## config.mk

```make
export PLATFORM = sky130hd
export DESIGN_NAME = mem_stage_flat
export DESIGN_NICKNAME = d
export VERILOG_FILES = /design/src/rtl/mem_stage_pkg.sv /design/src/rtl/mem_stage_if.sv /design/src/rtl/mem_stage.sv /design/src/flat_wrapper.sv
export SDC_FILE = /design/constraint.sdc
export NUM_CORES = 1
export LEC_CHECK = 0
export ABC_AREA = 1
export ABC_CLOCK_PERIOD_IN_PS = 3400
export BUFFER_PORTS_ARGS = -buffer_cell sky130_fd_sc_hd__buf_4
export CORE_MARGIN = 2
export CORE_UTILIZATION = 51
export DETAILED_ROUTE_END_ITERATION = 12
export PLACE_DENSITY = 0.85
export SYNTH_ARGS = -nofsm -noshare
export SYNTH_HDL_FRONTEND = slang
export SYNTH_SLANG_ARGS = --single-unit
```

## constraint.sdc

```tcl
create_clock -name clk -period 3.4 [get_ports clk]
set_input_delay 0.68 -clock clk [delete_from_list [all_inputs] [get_ports clk]]
set_output_delay 0.68 -clock clk [all_outputs]
set_load 0.02 [all_outputs]
```

## src/rtl/mem_stage_pkg.sv

```systemverilog
// -----------------------------------------------------------------------------
// mem_stage_pkg
// Shared definitions for the memory pipeline stage:
//   state_t          - FSM states of the stage (IDLE / MEM / HALTED)
//   TIMEOUT_DEFAULT  - default MEM-state wait limit for mem_ack
//   cnt_width()      - minimum counter width able to hold a given limit
// -----------------------------------------------------------------------------
package mem_stage_pkg;

    typedef enum logic [1:0] {
        IDLE   = 2'd0,
        MEM    = 2'd1,
        HALTED = 2'd2
    } state_t;

    localparam int unsigned TIMEOUT_DEFAULT = 32'd15;

    // Bits needed to represent the value t itself (at least one bit).
    function automatic int unsigned cnt_width(input int unsigned t);
        if (t < 32'd2) begin
            return 32'd1;
        end else begin
            return $clog2(t + 32'd1);
        end
    endfunction

endpackage

```

## src/rtl/mem_stage_if.sv

```systemverilog
// -----------------------------------------------------------------------------
// mem_stage_if
// Bundles every non-clock signal of the memory stage.
//   upstream  : in_valid, in_ready, alu_res, st_data, mem_rd, mem_wr,
//               halt_in, dst_in, wen_in
//   memory    : mem_req, mem_we, mem_addr, mem_wdata, mem_rdata, mem_ack
//   writeback : wb_valid, wb_data, wb_dst, wb_en
//   status    : halted, err
// Modports: slave  - the stage itself
//           master - the environment (execute stage, memory, writeback)
// -----------------------------------------------------------------------------
interface mem_stage_if;

    logic        in_valid;
    logic        in_ready;
    logic [15:0] alu_res;
    logic [15:0] st_data;
    logic        mem_rd;
    logic        mem_wr;
    logic        halt_in;
    logic [2:0]  dst_in;
    logic        wen_in;

    logic        mem_req;
    logic        mem_we;
    logic [15:0] mem_addr;
    logic [15:0] mem_wdata;
    logic [15:0] mem_rdata;
    logic        mem_ack;

    logic        wb_valid;
    logic [15:0] wb_data;
    logic [2:0]  wb_dst;
    logic        wb_en;

    logic        halted;
    logic        err;

    modport slave (
        input  in_valid, alu_res, st_data, mem_rd, mem_wr, halt_in, dst_in, wen_in,
        input  mem_rdata, mem_ack,
        output in_ready,
        output mem_req, mem_we, mem_addr, mem_wdata,
        output wb_valid, wb_data, wb_dst, wb_en,
        output halted, err
    );

    modport master (
        output in_valid, alu_res, st_data, mem_rd, mem_wr, halt_in, dst_in, wen_in,
        output mem_rdata, mem_ack,
        input  in_ready,
        input  mem_req, mem_we, mem_addr, mem_wdata,
        input  wb_valid, wb_data, wb_dst, wb_en,
        input  halted, err
    );

endinterface

```

## src/rtl/mem_stage.sv

```systemverilog
// -----------------------------------------------------------------------------
// mem_stage
// Memory stage of a simple in-order pipeline. Non-memory results retire one
// cycle after acceptance; loads/stores issue a held request and wait up to
// TIMEOUT MEM cycles for mem_ack; misaligned accesses and timeouts raise a
// sticky err and halt; a halt instruction retires once and then halts.
// Ports:
//   clk   - rising-edge clock
//   rst_n - asynchronous active-low reset
//   bus   - mem_stage_if.slave (upstream, memory, writeback, status)
// Parameter:
//   TIMEOUT - maximum MEM-state cycles to wait for mem_ack
// -----------------------------------------------------------------------------
module mem_stage
    import mem_stage_pkg::*;
#(
    parameter int unsigned TIMEOUT = TIMEOUT_DEFAULT
) (
    input  logic        clk,
    input  logic        rst_n,
    mem_stage_if.slave  bus
);

    localparam int unsigned     CW        = cnt_width(TIMEOUT);
    localparam logic [CW-1:0]   TIMEOUT_C = CW'(TIMEOUT);

    state_t         state_q, state_d;
    logic [CW-1:0]  cnt_q, cnt_d;
    logic [15:0]    addr_q, addr_d;
    logic [15:0]    wdata_q, wdata_d;
    logic           we_q, we_d;
    logic [2:0]     dst_q, dst_d;
    logic           wen_q, wen_d;
    logic           err_q, err_d;

    logic           wb_valid_q, wb_valid_d;
    logic [15:0]    wb_data_q, wb_data_d;
    logic [2:0]     wb_dst_q, wb_dst_d;
    logic           wb_en_q, wb_en_d;

    logic           accept_s;
    logic [CW-1:0]  cnt_inc_s;

    assign accept_s  = bus.in_valid & (state_q == IDLE);
    assign cnt_inc_s = cnt_q + {{(CW-1){1'b0}}, 1'b1};

    // Next-state, capture and writeback decision logic.
    always_comb begin
        state_d    = state_q;
        cnt_d      = cnt_q;
        addr_d     = addr_q;
        wdata_d    = wdata_q;
        we_d       = we_q;
        dst_d      = dst_q;
        wen_d      = wen_q;
        err_d      = err_q;
        wb_valid_d = 1'b0;
        wb_data_d  = 16'h0000;
        wb_dst_d   = 3'd0;
        wb_en_d    = 1'b0;

        case (state_q)
            IDLE: begin
                if (accept_s) begin
                    if (bus.halt_in) begin
                        // Halt wins over any memory flag in the same word.
                        wb_valid_d = 1'b1;
                        wb_dst_d   = bus.dst_in;
                        state_d    = HALTED;
                    end else if (bus.mem_rd | bus.mem_wr) begin
                        if (bus.alu_res[0]) begin
                            // Odd address: never reaches memory.
                            err_d   = 1'b1;
                            state_d = HALTED;
                        end else begin
                            addr_d  = bus.alu_res;
                            wdata_d = bus.st_data;
                            we_d    = bus.mem_wr;
                            dst_d   = bus.dst_in;
                            wen_d   = bus.wen_in;
                            cnt_d   = {CW{1'b0}};
                            state_d = MEM;
                        end
                    end else begin
                        wb_valid_d = 1'b1;
                        wb_data_d  = bus.alu_res;
                        wb_dst_d   = bus.dst_in;
                        wb_en_d    = bus.wen_in;
                    end
                end else begin
                    state_d = IDLE;
                end
            end
            MEM: begin
                if (bus.mem_ack) begin
                    // Ack beats the timeout even in the final wait cycle.
                    state_d    = IDLE;
                    wb_valid_d = 1'b1;
                    wb_dst_d   = dst_q;
                    if (we_q) begin
                        wb_data_d = 16'h0000;
                        wb_en_d   = 1'b0;
                    end else begin
                        wb_data_d = bus.mem_rdata;
                        wb_en_d   = wen_q;
                    end
                end else if (cnt_inc_s == TIMEOUT_C) begin
                    cnt_d   = cnt_inc_s;
                    err_d   = 1'b1;
                    state_d = HALTED;
                end else begin
                    cnt_d = cnt_inc_s;
                end
            end
            HALTED: begin
                state_d = HALTED;
            end
            default: begin
                state_d = IDLE;
            end
        endcase
    end

    // FSM state, timeout counter, captured request and sticky error.
    always_ff @(posedge clk or negedge rst_n) begin
        if (!rst_n) begin
            state_q <= IDLE;
            cnt_q   <= {CW{1'b0}};
            addr_q  <= 16'h0000;
            wdata_q <= 16'h0000;
            we_q    <= 1'b0;
            dst_q   <= 3'd0;
            wen_q   <= 1'b0;
            err_q   <= 1'b0;
        end else begin
            state_q <= state_d;
            cnt_q   <= cnt_d;
            addr_q  <= addr_d;
            wdata_q <= wdata_d;
            we_q    <= we_d;
            dst_q   <= dst_d;
            wen_q   <= wen_d;
            err_q   <= err_d;
        end
    end

    // Writeback output register; valid is a one-cycle pulse per retirement.
    always_ff @(posedge clk or negedge rst_n) begin
        if (!rst_n) begin
            wb_valid_q <= 1'b0;
            wb_data_q  <= 16'h0000;
            wb_dst_q   <= 3'd0;
            wb_en_q    <= 1'b0;
        end else begin
            wb_valid_q <= wb_valid_d;
            wb_data_q  <= wb_data_d;
            wb_dst_q   <= wb_dst_d;
            wb_en_q    <= wb_en_d;
        end
    end

    // Status and handshake outputs are decodes of the state register, so the
    // asynchronous reset removes mem_req without waiting for a clock edge.
    assign bus.in_ready  = (state_q == IDLE);
    assign bus.mem_req   = (state_q == MEM);
    assign bus.halted    = (state_q == HALTED);
    assign bus.err       = err_q;
    assign bus.mem_addr  = addr_q;
    assign bus.mem_wdata = wdata_q;
    assign bus.mem_we    = we_q;
    assign bus.wb_valid  = wb_valid_q;
    assign bus.wb_data   = wb_data_q;
    assign bus.wb_dst    = wb_dst_q;
    assign bus.wb_en     = wb_en_q;

endmodule

```

## src/flat_wrapper.sv

```systemverilog
// flat-port wrapper written by rule: the top's interface ports become plain ports
module mem_stage_flat import mem_stage_pkg::*;
#(
    parameter int unsigned TIMEOUT = TIMEOUT_DEFAULT
)
  (clk, rst_n, bus_in_valid, bus_alu_res, bus_st_data, bus_mem_rd, bus_mem_wr, bus_halt_in, bus_dst_in, bus_wen_in, bus_mem_rdata, bus_mem_ack, bus_in_ready, bus_mem_req, bus_mem_we, bus_mem_addr, bus_mem_wdata, bus_wb_valid, bus_wb_data, bus_wb_dst, bus_wb_en, bus_halted, bus_err);
  mem_stage_if bus_i ();
  input  logic clk;
  input  logic rst_n;
  input wire logic [$bits(bus_i.in_valid)-1:0] bus_in_valid;
  input wire logic [$bits(bus_i.alu_res)-1:0] bus_alu_res;
  input wire logic [$bits(bus_i.st_data)-1:0] bus_st_data;
  input wire logic [$bits(bus_i.mem_rd)-1:0] bus_mem_rd;
  input wire logic [$bits(bus_i.mem_wr)-1:0] bus_mem_wr;
  input wire logic [$bits(bus_i.halt_in)-1:0] bus_halt_in;
  input wire logic [$bits(bus_i.dst_in)-1:0] bus_dst_in;
  input wire logic [$bits(bus_i.wen_in)-1:0] bus_wen_in;
  input wire logic [$bits(bus_i.mem_rdata)-1:0] bus_mem_rdata;
  input wire logic [$bits(bus_i.mem_ack)-1:0] bus_mem_ack;
  output wire logic [$bits(bus_i.in_ready)-1:0] bus_in_ready;
  output wire logic [$bits(bus_i.mem_req)-1:0] bus_mem_req;
  output wire logic [$bits(bus_i.mem_we)-1:0] bus_mem_we;
  output wire logic [$bits(bus_i.mem_addr)-1:0] bus_mem_addr;
  output wire logic [$bits(bus_i.mem_wdata)-1:0] bus_mem_wdata;
  output wire logic [$bits(bus_i.wb_valid)-1:0] bus_wb_valid;
  output wire logic [$bits(bus_i.wb_data)-1:0] bus_wb_data;
  output wire logic [$bits(bus_i.wb_dst)-1:0] bus_wb_dst;
  output wire logic [$bits(bus_i.wb_en)-1:0] bus_wb_en;
  output wire logic [$bits(bus_i.halted)-1:0] bus_halted;
  output wire logic [$bits(bus_i.err)-1:0] bus_err;
  assign bus_i.in_valid = bus_in_valid;
  assign bus_i.alu_res = bus_alu_res;
  assign bus_i.st_data = bus_st_data;
  assign bus_i.mem_rd = bus_mem_rd;
  assign bus_i.mem_wr = bus_mem_wr;
  assign bus_i.halt_in = bus_halt_in;
  assign bus_i.dst_in = bus_dst_in;
  assign bus_i.wen_in = bus_wen_in;
  assign bus_i.mem_rdata = bus_mem_rdata;
  assign bus_i.mem_ack = bus_mem_ack;
  assign bus_in_ready = bus_i.in_ready;
  assign bus_mem_req = bus_i.mem_req;
  assign bus_mem_we = bus_i.mem_we;
  assign bus_mem_addr = bus_i.mem_addr;
  assign bus_mem_wdata = bus_i.mem_wdata;
  assign bus_wb_valid = bus_i.wb_valid;
  assign bus_wb_data = bus_i.wb_data;
  assign bus_wb_dst = bus_i.wb_dst;
  assign bus_wb_en = bus_i.wb_en;
  assign bus_halted = bus_i.halted;
  assign bus_err = bus_i.err;
  mem_stage #(.TIMEOUT(TIMEOUT)) u_core (.clk(clk), .rst_n(rst_n), .bus(bus_i));
endmodule
```

### After elaboration in Yosys (flattened, before gate mapping)

Cells that the tools add are included.

| word-level totals | value |
|---|---|
| register bits | 64 |
| input bits | 59 |
| output and inout bits | 58 |
| word-level logic and storage cells | 77 |

| cells by class | value |
|---|---|
| add/sub/neg operators | 1 |
| equal/unequal tests | 12 |
| mux-type cells | 42 |
| bitwise gates (word level) | 4 |
| reduce and logical (&&, ||, !) cells | 6 |

Operators by type and width:

| kind | number |
|---|---|
| $mux 16 | 5 |
| $pmux 16 s2 | 1 |
| $mux 4 | 5 |
| $mux 1 | 15 |
| $mux 2 | 6 |
| $mux 3 | 4 |
| $ne 2x2->1 const B | 4 |
| $pmux 4 s2 | 1 |
| $reduce_and 7->1 | 1 |
| $ne 2x1->1 const B | 3 |
| $pmux 1 s2 | 3 |
| $pmux 2 s3 | 1 |
| $pmux 3 s2 | 1 |
| $reduce_and 6->1 | 1 |
| $reduce_and 5->1 | 1 |
| $add 4x1->4 const B | 1 |
| $eq 4x4->1 const B | 1 |
| $ne 4x4->1 const B | 1 |
| $ne 3x2->1 const B | 1 |
| $eq 2x1->1 const B | 1 |
| $eq 2x2->1 const B | 1 |
| $logic_not 2->1 | 1 |
| $not 1->1 | 2 |
| $reduce_and 2->1 | 1 |
| 3 further kinds | 3 |

### Longest topological paths before layout

| logic depth | value |
|---|---|
| word-level depth | 5 |
| gate-level depth with buffers | 9 |
| depth with buffers taken out | 9 |

### Worst setup path before layout

OpenSTA, ideal clock, no wires.

| timing | value |
|---|---|
| path type | input-to-reg |
| start point | input port bus_in_valid |
| end point | register u_core.addr_q[10], in the netlist u_core.bus.mem_addr[10] |
| setup time | 0.118 ns |
| arrival time | 1.347 ns |
| path slack | 1.935 ns |
| cell stages on the path | 7 |
| buffers on the path | 2 |
| path through | inv_1 -> nor2_1 -> nand3_1 -> buf_6 -> buf_6 -> nand2_1 -> o21ai_2 |

| between the ends | value |
|---|---|
| cells in the longest elaborated chain, start to end | 2 |

Ends and longest elaborated chain:

| item | line | source |
|---|---|---|
| start: declaration | flat_wrapper.sv:10 | `input wire logic [$bits(bus_i.in_valid)-1:0] bus_in_valid;` |
| $and 1x1->1 | mem_stage.sv:44 | `assign accept_s = bus.in_valid & (state_q == IDLE);` |
| $reduce_and 5->1 (no line) | n/a |  |
| end signal: assignment | mem_stage.sv:138 | `addr_q <= addr_d;` |
| end: declaration | mem_stage.sv:29 | `logic [15:0] addr_q, addr_d;` |

Every way passes these cells.
A chain may end at the register's enable or synchronous reset.

### Worst setup path in the final report

| timing | value |
|---|---|
| start point | register u_core.state_q[1] |
| end point | output port bus_mem_req |

| between the ends | value |
|---|---|
| cells in the longest elaborated chain, start to end | 1 |

Ends and longest elaborated chain:

| item | line | source |
|---|---|---|
| start: declaration | mem_stage.sv:27 | `state_t state_q, state_d;` |
| start signal: assignment | mem_stage.sv:136 | `state_q <= state_d;` |
| $eq 2x1->1 | mem_stage.sv:165 | `assign bus.mem_req = (state_q == MEM);` |
| end: declaration | flat_wrapper.sv:21 | `output wire logic [$bits(bus_i.mem_req)-1:0] bus_mem_req;` |

Every way passes these cells.

==> results.md <==
* PwrDens at roughly 710 nW/um^2
* Hpwl dp at around 4300 um
* Num Clock Sinks at 64
* Full die area at 6070 um^2
* Max Clk Rate at approximately 530 MHz
* R2R depth at 5
* Gate Count Post-Synth at 281
* Share of the synthesized area in the top cell type at roughly 57%
* Clk buf depth at 2
* Hold Vio Cnt, Final at 0
* Seq cells post-synth at 64
* Crit Path Class: register to output port
* Non-filler cells, final at 472
* Final min period at 1890 ps
* CP Capture Type: output port
* Placed inst area at approximately 3600 um^2
* Initial core utilization at between 50 and 60%
* Die width at around 80 um
* Final Max Slew Viols at 0
* Hold buffers post-CTS at 0
* CTS tree: done
* MaxCap Viol Count at 0
* H-Tree Depth at 3
* Largest cells by area after synthesis: dfrtp_1 (57%), inv_1 (8.9%), nand2_1 (7.0%)
* Hold WC Path Type: input port to async pin
* Worst path cell trace: inv_1, nand2_1, inv_2, buf_4
* Worst-Margin Slew at 773 ps
* Synth cell types at 23
* Outcome: completed
* Rel. slew slack at 48.5%
* I/O Pins at roughly 120
* Placer Congestion at 0.811
* Worst-Skew Late Latency at about 320 ps
* Global route total overflow at 0
* Clk pin slew, worst setup/hold paths at 60 ps
* Final antenna-violating net count at 0
* GRT Util Overall at ~20%
* Final instance area at about 3900 um^2
* Area growth from synthesis to layout at 38.6%
* Post CTS Setup Buffer Count at 0
* Leak at approximately 2.2 nW
* Most common cell in the netlist: inv_1
* Nets at between 400 and 500
* Synth Net Count at approximately 340
* Core region area at ~5200 um^2
* Layout cells sized above 1 at a little over two fifths
* Async set-reset flop share out of synthesis at between 90% and 100%
* Drt total wl at ~5800 um
* Register area share after synthesis at between 50% and 60%
* Initial antenna violation count at 0
* CP Launch Type: register
* Worst R2R Start: u_core.state_q[0]
* Vias in the first global route at slightly above 2,000
* Synth cell count leaders: inv_1 (66), dfrtp_1 (64), nand2_1 (52), o21ai_2 (20)
* Yosys warns at 0
* Cell Rows at 26
* Skew final at approximately 11 ps
* Critical Path Max Stage Delay at about 400 ps
* Port bufs at 115
* First-pass GRT wire length at ~9500 um
* Syn Area/Cell at 9.92 um^2
* Reg2reg end: u_core.bus.mem_addr[10]
* Initial drt markers at between 100 and 150
* Setup Viol. Count Final at 0
* Drt wl/cell at 12.3 um
* Placed Instances at 456
* TNS Setup at 0 ps
* CTS root buf: clkbuf_8
* Period utilization at between 50% and 60%
* Number of diodes at 0
* Post_cts resized at 0
* EDFF count, synth at 0
* Slowest CP cell: dfrtp_1
* Via density at approximately 4.6
* Max Fanout on Critical Path at 7
* Synth area leader: dfrtp_1
* Unrepaired setup endpoints after global routing: false
* Setup slack, reg-to-reg at roughly 1600 ps
* Post-Synthesis Cell Area at 2790 um^2
* Vias at between 2,000 and 2,500
* CP required at 2720 ps
* Top FF cell, synth: dfrtp_1
* TritonCTS Buffers at 9
* Worst Path Arrival at ~1200 ps
* FILL cells at 402
* DRC at 0
* VDD IR max at between 0.0005 and 0.0006 V
* Die Ht at 77.9 um
* Largest net degree at the start of global routing at 65
* Pre-antenna DRT Iters at 4
-- power breakdown --
part | internal (mW) | switching (mW) | total (mW)
sequential | 0.976 | 0.134 | 1.11
clock | 0.411 | 0.278 | 0.689
combinational | 0.407 | 0.521 | 0.929
total | 1.79 | 0.934 | 2.73
-- cell type report --
type                            instances  area, um^2  area share [%]
Inverter                               67         251            6.51
Clock inverter                          6        83.8            2.17
Sequential cell                        64        1600            41.5
Multi-Input combinational cell        139         838            21.7
Tap cell                               70        87.6            2.27
Clock buffer                           10         128            3.31
Timing Repair Buffer                  116         871            22.6
-- flip-flops by register name (all words and copies together), names as in the netlist --
name	count
u_core.bus.mem_wdata	16
u_core.bus.wb_data	16
u_core.bus.mem_addr	15
u_core.cnt_q	4
u_core.bus.wb_dst	3
u_core.dst_q	3
u_core.state_q	2
u_core.bus.err	1
u_core.bus.mem_we	1
u_core.bus.wb_en	1
u_core.bus.wb_valid	1
u_core.wen_q	1
-- worst max path at each step --
stage                      start                      end  slack (ps)  cells after the start
2_1_floorplan       bus_in_valid  u_core.bus.mem_addr[10]        1930                      7
3_3_place_gp         bus_halt_in          u_core.dst_q[0]        1270                      6
3_5_place_dp        bus_in_valid   u_core.bus.mem_addr[9]        1220                      7
4_1_cts        u_core.state_q[1]              bus_mem_req        1500                      4
5_1_grt               bus_mem_wr  u_core.bus.mem_addr[10]        1410                      7
6_report       u_core.state_q[1]              bus_mem_req        1510                      4
-- critical path: cells and delay by family, from the launching register on --
kind                   cells  cell delay, ps
flip-flops                 1             410
AND/OR/NAND/NOR            1              70
buffers and inverters      3             410
-- logic make-up after synthesis --
kind of cell | Yosys count | synth area share, %
AOI/OAI and AO/OA | 64 | 17.2
buffers and inverters | 78 | 12.9
adders and majority gates | 2 | 0.898
DFF | 64 | 57.5
and+or+nand+nor | 72 | 11.4
other | 1 | 0.135
-- layer usage --
metal  part of all wire, %  vias up  routed length (um)  GRT usage [%]
met5                     0        -                   0              0
met4                  0.98        0                  57           7.89
met3                   7.3        4                 422           4.19
met2                    50       91                2880           34.4
met1                    42      993                2450           24.7
li1                      -     1100                   -              -
-- metrics by stage --
step	total power [mW]	util [%]	hold slack (ps)	setup WS (ps)
after global placement	2.03	70.1	447	1270
after global routing	2.87	74.2	497	1410
final	2.73	74.2	426	1510
after detailed placement	2.06	70.1	455	1220
after CTS	2.75	74.2	458	1500
after floorplan	1.63	-	384	1930
-- cells in the final DEF (no fill, tap or decap) --
cell         n
buf_4      116
inv_1       66
dfrtp_1     64
nand2_1     52
o21ai_2     20
o21ai_0     12
o21ai_1     12
o22ai_2     10
clkbuf_8     9
o22ai_1      8
nor2_1       6
nand3_1      5
clkinv_2     3
nor2_2       2
nand3_4      2
a21oi_1      2
nand4_1      2
ha_1         2
bufinv_16    2
inv_2        1
nor3_2       1
nand3_2      1
nand2_2      1
conb_1       1
clkinv_4     1
clkbuf_1     1
Power figures use the tool's default switching activity.
